==> src/rtl/instruction_fetch_unit_if.sv <==
// Fetch unit bus: instruction memory port, redirect input and output handshake.
// master = fetch unit side, slave = surrounding pipeline/memory side.
interface instruction_fetch_unit_if;
  logic        fetch_en;
  logic [31:0] imem_addr;
  logic [31:0] imem_instr;
  logic        redirect_valid;
  logic [31:0] redirect_target;
  logic        out_valid;
  logic        out_ready;
  logic [31:0] out_instr;
  logic [31:0] out_pc;
  logic [31:0] out_pc_plus4;
  logic        fault;

  modport master (
    input  fetch_en, imem_instr, redirect_valid, redirect_target, out_ready,
    output imem_addr, out_valid, out_instr, out_pc, out_pc_plus4, fault
  );

  modport slave (
    output fetch_en, imem_instr, redirect_valid, redirect_target, out_ready,
    input  imem_addr, out_valid, out_instr, out_pc, out_pc_plus4, fault
  );
endinterface

==> src/rtl/instruction_fetch_unit.sv <==
// Sequential instruction fetch: PC register, 2-entry {instr, pc} buffer,
// redirect flush and sticky fault on misaligned/out-of-range PC.
module instruction_fetch_unit #(
  parameter logic [31:0] RESET_PC  = 32'h0000_0000,
  parameter int unsigned MEM_WORDS = 64
) (
  input logic                      clk,
  input logic                      rst_n,
  instruction_fetch_unit_if.master bus
);

  localparam int unsigned XLEN = 32;

  typedef enum logic [1:0] {IDLE, RUN, FAULT} state_t;

  state_t          state;
  logic [XLEN-1:0] pc;
  logic [XLEN-1:0] head_instr, head_pc, head_pc4;
  logic [XLEN-1:0] tail_instr, tail_pc;
  logic [1:0]      count;
  logic [1:0]      count_nxt;
  logic            valid_q;
  logic            fault_q;
  logic            legal, pop, room, push;

  // Head entry lives directly in the output registers; tail holds the second entry.
  always_comb begin
    legal     = 1'b0;
    pop       = 1'b0;
    room      = 1'b0;
    push      = 1'b0;
    count_nxt = count;
    legal = (pc[1:0] == 2'b00) && ({2'b00, pc[XLEN-1:2]} < 32'(MEM_WORDS));
    pop   = valid_q & bus.out_ready;
    room  = (count < 2'd2) || pop;
    push  = !bus.redirect_valid && (state == RUN) && bus.fetch_en && legal && room;
    if (bus.redirect_valid) begin
      count_nxt = 2'd0;
    end else begin
      count_nxt = count + 2'(push) - 2'(pop);
    end
  end

  always_ff @(posedge clk or negedge rst_n) begin
    if (!rst_n) begin
      state      <= IDLE;
      pc         <= RESET_PC;
      count      <= 2'd0;
      valid_q    <= 1'b0;
      fault_q    <= 1'b0;
      head_instr <= '0;
      head_pc    <= '0;
      head_pc4   <= '0;
      tail_instr <= '0;
      tail_pc    <= '0;
    end else begin
      count   <= count_nxt;
      valid_q <= (count_nxt != 2'd0);

      if (bus.redirect_valid) begin
        pc      <= bus.redirect_target;
        fault_q <= 1'b0;
        state   <= bus.fetch_en ? RUN : IDLE;
      end else begin
        case (state)
          IDLE: begin
            if (bus.fetch_en) state <= RUN;
          end
          RUN: begin
            if (!bus.fetch_en) begin
              state <= IDLE;
            end else if (!legal) begin
              state   <= FAULT;
              fault_q <= 1'b1;
            end else if (push) begin
              pc <= pc + 32'd4;
            end
          end
          FAULT: begin
          end
          default: state <= IDLE;
        endcase

        // Buffer movement; a flush leaves the last head visible but invalid.
        if (pop && (count == 2'd2)) begin
          head_instr <= tail_instr;
          head_pc    <= tail_pc;
          head_pc4   <= tail_pc + 32'd4;
          if (push) begin
            tail_instr <= bus.imem_instr;
            tail_pc    <= pc;
          end
        end else if (push) begin
          if ((count == 2'd0) || pop) begin
            head_instr <= bus.imem_instr;
            head_pc    <= pc;
            head_pc4   <= pc + 32'd4;
          end else begin
            tail_instr <= bus.imem_instr;
            tail_pc    <= pc;
          end
        end
      end
    end
  end

  assign bus.imem_addr    = pc;
  assign bus.out_valid    = valid_q;
  assign bus.out_instr    = head_instr;
  assign bus.out_pc       = head_pc;
  assign bus.out_pc_plus4 = head_pc4;
  assign bus.fault        = fault_q;

endmodule

==> src/flat_wrapper.sv <==
// flat-port wrapper written by rule: the top's interface ports become plain ports
module instruction_fetch_unit_flat 
#(
  parameter logic [31:0] RESET_PC  = 32'h0000_0000,
  parameter int unsigned MEM_WORDS = 64
)
  (clk, rst_n, bus_fetch_en, bus_imem_instr, bus_redirect_valid, bus_redirect_target, bus_out_ready, bus_imem_addr, bus_out_valid, bus_out_instr, bus_out_pc, bus_out_pc_plus4, bus_fault);
  instruction_fetch_unit_if bus_i ();
  input logic clk;
  input logic rst_n;
  input wire logic [$bits(bus_i.fetch_en)-1:0] bus_fetch_en;
  input wire logic [$bits(bus_i.imem_instr)-1:0] bus_imem_instr;
  input wire logic [$bits(bus_i.redirect_valid)-1:0] bus_redirect_valid;
  input wire logic [$bits(bus_i.redirect_target)-1:0] bus_redirect_target;
  input wire logic [$bits(bus_i.out_ready)-1:0] bus_out_ready;
  output wire logic [$bits(bus_i.imem_addr)-1:0] bus_imem_addr;
  output wire logic [$bits(bus_i.out_valid)-1:0] bus_out_valid;
  output wire logic [$bits(bus_i.out_instr)-1:0] bus_out_instr;
  output wire logic [$bits(bus_i.out_pc)-1:0] bus_out_pc;
  output wire logic [$bits(bus_i.out_pc_plus4)-1:0] bus_out_pc_plus4;
  output wire logic [$bits(bus_i.fault)-1:0] bus_fault;
  assign bus_i.fetch_en = bus_fetch_en;
  assign bus_i.imem_instr = bus_imem_instr;
  assign bus_i.redirect_valid = bus_redirect_valid;
  assign bus_i.redirect_target = bus_redirect_target;
  assign bus_i.out_ready = bus_out_ready;
  assign bus_imem_addr = bus_i.imem_addr;
  assign bus_out_valid = bus_i.out_valid;
  assign bus_out_instr = bus_i.out_instr;
  assign bus_out_pc = bus_i.out_pc;
  assign bus_out_pc_plus4 = bus_i.out_pc_plus4;
  assign bus_fault = bus_i.fault;
  instruction_fetch_unit #(.RESET_PC(RESET_PC), .MEM_WORDS(MEM_WORDS)) u_core (.clk(clk), .rst_n(rst_n), .bus(bus_i));
endmodule
==> config.mk <==
export PLATFORM = sky130hd
export DESIGN_NAME = instruction_fetch_unit_flat
export DESIGN_NICKNAME = d
export VERILOG_FILES = /design/src/rtl/instruction_fetch_unit_if.sv /design/src/rtl/instruction_fetch_unit.sv /design/src/flat_wrapper.sv
export SDC_FILE = /design/constraint.sdc
export NUM_CORES = 1
export LEC_CHECK = 0
export ABC_CLOCK_PERIOD_IN_PS = 2540
export CAP_MARGIN = 10
export CORE_ASPECT_RATIO = 1.75
export CORE_MARGIN = 5
export CORE_UTILIZATION = 46
export DETAILED_ROUTE_END_ITERATION = 8
export PLACE_DENSITY = 0.76
export SETUP_SLACK_MARGIN = 0.2
export SLEW_MARGIN = 20
export SYNTH_ARGS = -nofsm -noshare
export SYNTH_HDL_FRONTEND = slang
export SYNTH_SLANG_ARGS = --single-unit
export TNS_END_PERCENT = 30
==> constraint.sdc <==
create_clock -name clk -period 2.54 [get_ports clk]
set_input_delay 0.381 -clock clk [delete_from_list [all_inputs] [get_ports clk]]
set_output_delay 0.381 -clock clk [all_outputs]
set_load 0.05 [all_outputs]
==> results.sh <==
export IMPL_fp_dieW_um=117
export IMPL_syn2layout_area_growth_pct=36.7
export IMPL_overflow=0
export IMPL_seq_power_share=0.443
export IMPL_drtIter0Drc=412
export IMPL_ant_nets=0
export IMPL_syn_num_nets=923
export IMPL_crit_path_end_kind="flip-flop"
export IMPL_synth_top_cell_by_area="dfrtp_1"
export IMPL_status="finished clean"
export IMPL_grt_pass1_vias=7685
export IMPL_start_util=0.468
export IMPL_cts_sinks=196
export IMPL_maxSlewHeadroom=0.568
export IMPL_fillers=1584
export IMPL_synth_warnings=0
export IMPL_crit_type="reg -> reg"
export IMPL_rows=68
export IMPL_gp_congestion=0.817
export IMPL_critPathMaxStageDelay_ps=550
export IMPL_ys_flop_type="dfrtp_1"
export IMPL_drcViolationCount=0
export IMPL_clock_latency_ps=450
export IMPL_io_pins=199
export IMPL_setup_tns_ps=0
export IMPL_crit_fanout=25
export IMPL_htreeDepth=4
export IMPL_netlist_area_sq_mm=0.00924
export IMPL_dpl_cell_count=1279
export IMPL_synth_area_top_cells="dfrtp_1 53%, mux2_2 17%, nand2_1 7.6%, xnor2_1 2.6%, nor2b_1 1.7%"
export IMPL_combPwrFrac=0.233
export IMPL_antenna_found_initial=1
export IMPL_first_pass_iters=5
export IMPL_yosysUniqueCellTypes=53
export IMPL_reg2reg_setup_slack_ps=190
export IMPL_r2r_start="u_core.bus.imem_addr[12]$_DFFE_PN0P_"
export IMPL_rsz0062_at_grt="true"
export IMPL_p_leak_nw=5.93
export IMPL_fmax_mhz=425
export IMPL_crit_required_ps=2870
export IMPL_wl_um=26300
export IMPL_nNetsFinal=1145
export IMPL_port_buffers=198
export IMPL_slowest_stage="or4b_4"
export IMPL_finClkSkew_ps=10.7
export IMPL_setup_viol=0
export IMPL_min_period_ps=2350
export IMPL_cp_endpoint="u_core.bus.out_instr[27]$_DFFE_PN0P_"
export IMPL_p_int_mw=5.34
export IMPL_cts_path_max_buffers=2
export IMPL_drive_above_1_share=0.251
export IMPL_n_antenna_cell=0
export IMPL_yosysSeqAreaShare=0.531
export IMPL_hpwl_um=18000
export IMPL_wl_per_cell_um=19.7
export IMPL_clkTransAtPathRegs_ps=80
export IMPL_cp_start_kind="flip-flop"
export IMPL_clkPwrFrac=0.325
export IMPL_die_height_um=198
export IMPL_vias=7261
export IMPL_grt_use_total=0.228
export IMPL_synth_area_per_cell_sq_um=10.9
export IMPL_cts_made_buffers=17
export IMPL_fin_crit_sh=0.926
export IMPL_place_ws_ps=-22.4
export IMPL_instances_no_fill=1330
export IMPL_power_density_mw_per_mm2=627
export IMPL_p_sw_mw=2.58
export IMPL_synth_top_cell_area_share=0.531
export IMPL_grt_first_pass_wirelength_um=40800
export IMPL_crit_chain="nor4_4 -> buf_4 -> nand3_2 -> or4b_4 -> and2_4 -> buf_16 -> mux2_2"
export IMPL_grt_max_degree=75
export IMPL_p_sw_frac=0.326
export IMPL_tightest_slew_ps=648
export IMPL_via_per_inst=5.46
export IMPL_maxCapViolCount=0
export IMPL_async_flop_share=1.00
export IMPL_rr_endpoint="u_core.bus.out_instr[27]$_DFFE_PN0P_"
export IMPL_dieArea_sq_mm=0.0231
export IMPL_synth_seq_cells=196
export IMPL_synth_edf_count=0
export IMPL_finalHoldViolCount=0
export IMPL_slew_violations=0
export IMPL_hp_class="in -> reg"
export IMPL_cts_root_buffer_cell="clkbuf_16"
export IMPL_worst_slack_ps=187
export IMPL_core_area_sq_mm=0.0197
export IMPL_reg2reg_depth=7
export IMPL_critPathLaunch="u_core.bus.imem_addr[12]$_DFFE_PN0P_"
export IMPL_synth_cells=850
export IMPL_cts_tree="built"
export IMPL_arrival_ps=2680
export IMPL_vdd_ir_drop_worst_mv=0.581
power by group through the flow:
stage,logic (mW),clock network (mW),registers (mW)
CTS,1.86,2.64,3.51
floorplan,0.393,0,4.23
global route,1.95,2.75,3.54
finish,1.84,2.57,3.51
global placement,1.83,0,3.56
detailed placement,1.84,0,3.57
per-stage QoR:
stage	power (mW)	util	cell area [sq um]	hold slack [ps]
floorplan	4.63	-	9380	85.4
global placement	5.39	0.597	11800	457
detailed placement	5.41	0.597	11800	459
CTS	8.00	0.629	12400	416
global route	8.24	0.640	12600	441
finish	7.93	0.640	12600	426
flip-flops by register name, summed over array words and instances (netlist names):
| register | flops |
|---|---|
| u_core.bus.imem_addr | 32 |
| u_core.bus.out_instr | 32 |
| u_core.bus.out_pc_plus4 | 32 |
| u_core.tail_instr | 32 |
| u_core.tail_pc | 32 |
| u_core.bus.out_pc | 30 |
| u_core.count | 2 |
| u_core.state | 2 |
| u_core.bus.fault | 1 |
| u_core.bus.out_valid | 1 |
final cells by class:
class / instances / area [sq um] / share of cell area
clock buffer: 18 / 439 / 0.0347
clock inverter: 14 / 120 / 0.00950
inverter: 17 / 63.8 / 0.00505
multi-input combinational: 583 / 4150 / 0.328
sequential: 196 / 4930 / 0.390
tap: 245 / 307 / 0.0243
timing repair buffer: 257 / 2630 / 0.208
layout by cell type, fill, tap and decap left out, types with 23 or more instances in the layout:
cell type / Yosys / layout
clkdlybuf4s50_1: 0 / 196
nand2_1: 188 / 188
dfrtp_1: 196 / 172
mux2_2: 138 / 134
buf_4: 2 / 41
xnor2_1: 27 / 27
nor2b_1: 25 / 25
nand3_1: 26 / 25
dfrtp_2: 0 / 24
o21ai_0: 23 / 23
cells by family (layout without fill, tap and decap cells):
family | after synthesis | in the layout | synth area share
mux | 151 | 151 | 0.182
buf+inv | 71 | 306 | 0.0337
fa+ha+maj | 4 | 4 | 0.00541
flops | 196 | 196 | 0.531
xor+xnor | 32 | 32 | 0.0303
compound gates | 66 | 66 | 0.0502
simple gates | 330 | 330 | 0.168
cell usage after synthesis (3+ instances only):
master / count
dfrtp_1: 196
nand2_1: 188
mux2_2: 138
clkbuf_1: 34
xnor2_1: 27
nand3_1: 26
nor2b_1: 25
o21ai_0: 23
nand4_1: 20
nor2_1: 20
inv_1: 17
mux2i_1: 13
buf_2: 12
nor4_1: 10
a22o_1: 9
nor3_1: 9
and3_1: 8
nor3b_1: 6
o31ai_1: 5
xor2_1: 5
a21oi_1: 4
ha_1: 4
buf_1: 3
buf_6: 3
nand2b_1: 3
nand4b_1: 3
o21a_1: 3
routing by layer:
metal,vias up,GRT usage,part of all wire
met1,3574,0.257,0.35
met2,247,0.399,0.55
met3,72,0.0546,0.058
li1,3366,-,-
met4,2,0.102,0.042
met5,-,0,0.00042
critical path: cells and delay by family, from the launching register on:
family / cells / cell delay, ps
DFF: 1 / 430
buffers and inverters: 2 / 370
muxes: 1 / 290
and+or+nand+nor: 4 / 1120
worst min path at each step:
stage                       startpoint  cells past startpoint                                    to  slack (ps)
global route        bus_redirect_valid                      3  u_core.bus.imem_addr[21]$_DFFE_PN0P_         440
detailed placement               rst_n                      1   u_core.bus.out_instr[8]$_DFFE_PN0P_         460
finish              bus_redirect_valid                      3  u_core.bus.imem_addr[23]$_DFFE_PN0P_         430
global placement                 rst_n                      1   u_core.bus.out_instr[8]$_DFFE_PN0P_         460
floorplan                        rst_n                      0          u_core.bus.fault$_DFFE_PN0P_          90
CTS                 bus_redirect_valid                      3  u_core.bus.imem_addr[23]$_DFFE_PN0P_         420
what timing repair did:
| item | CTS | global route |
|---|---|---|
| setup endpoints to repair | 98 | 158 |
| hold endpoints to repair | 70 | 0 |
| gates cloned | 0 | 6 |
| pin swaps | 3 | 2 |
| hold buffers | 1 | 0 |
| buffers inserted | 7 | 5 |
| gates resized for setup | 1 | 15 |
Note: power is estimated with default switching activity, not from simulation.
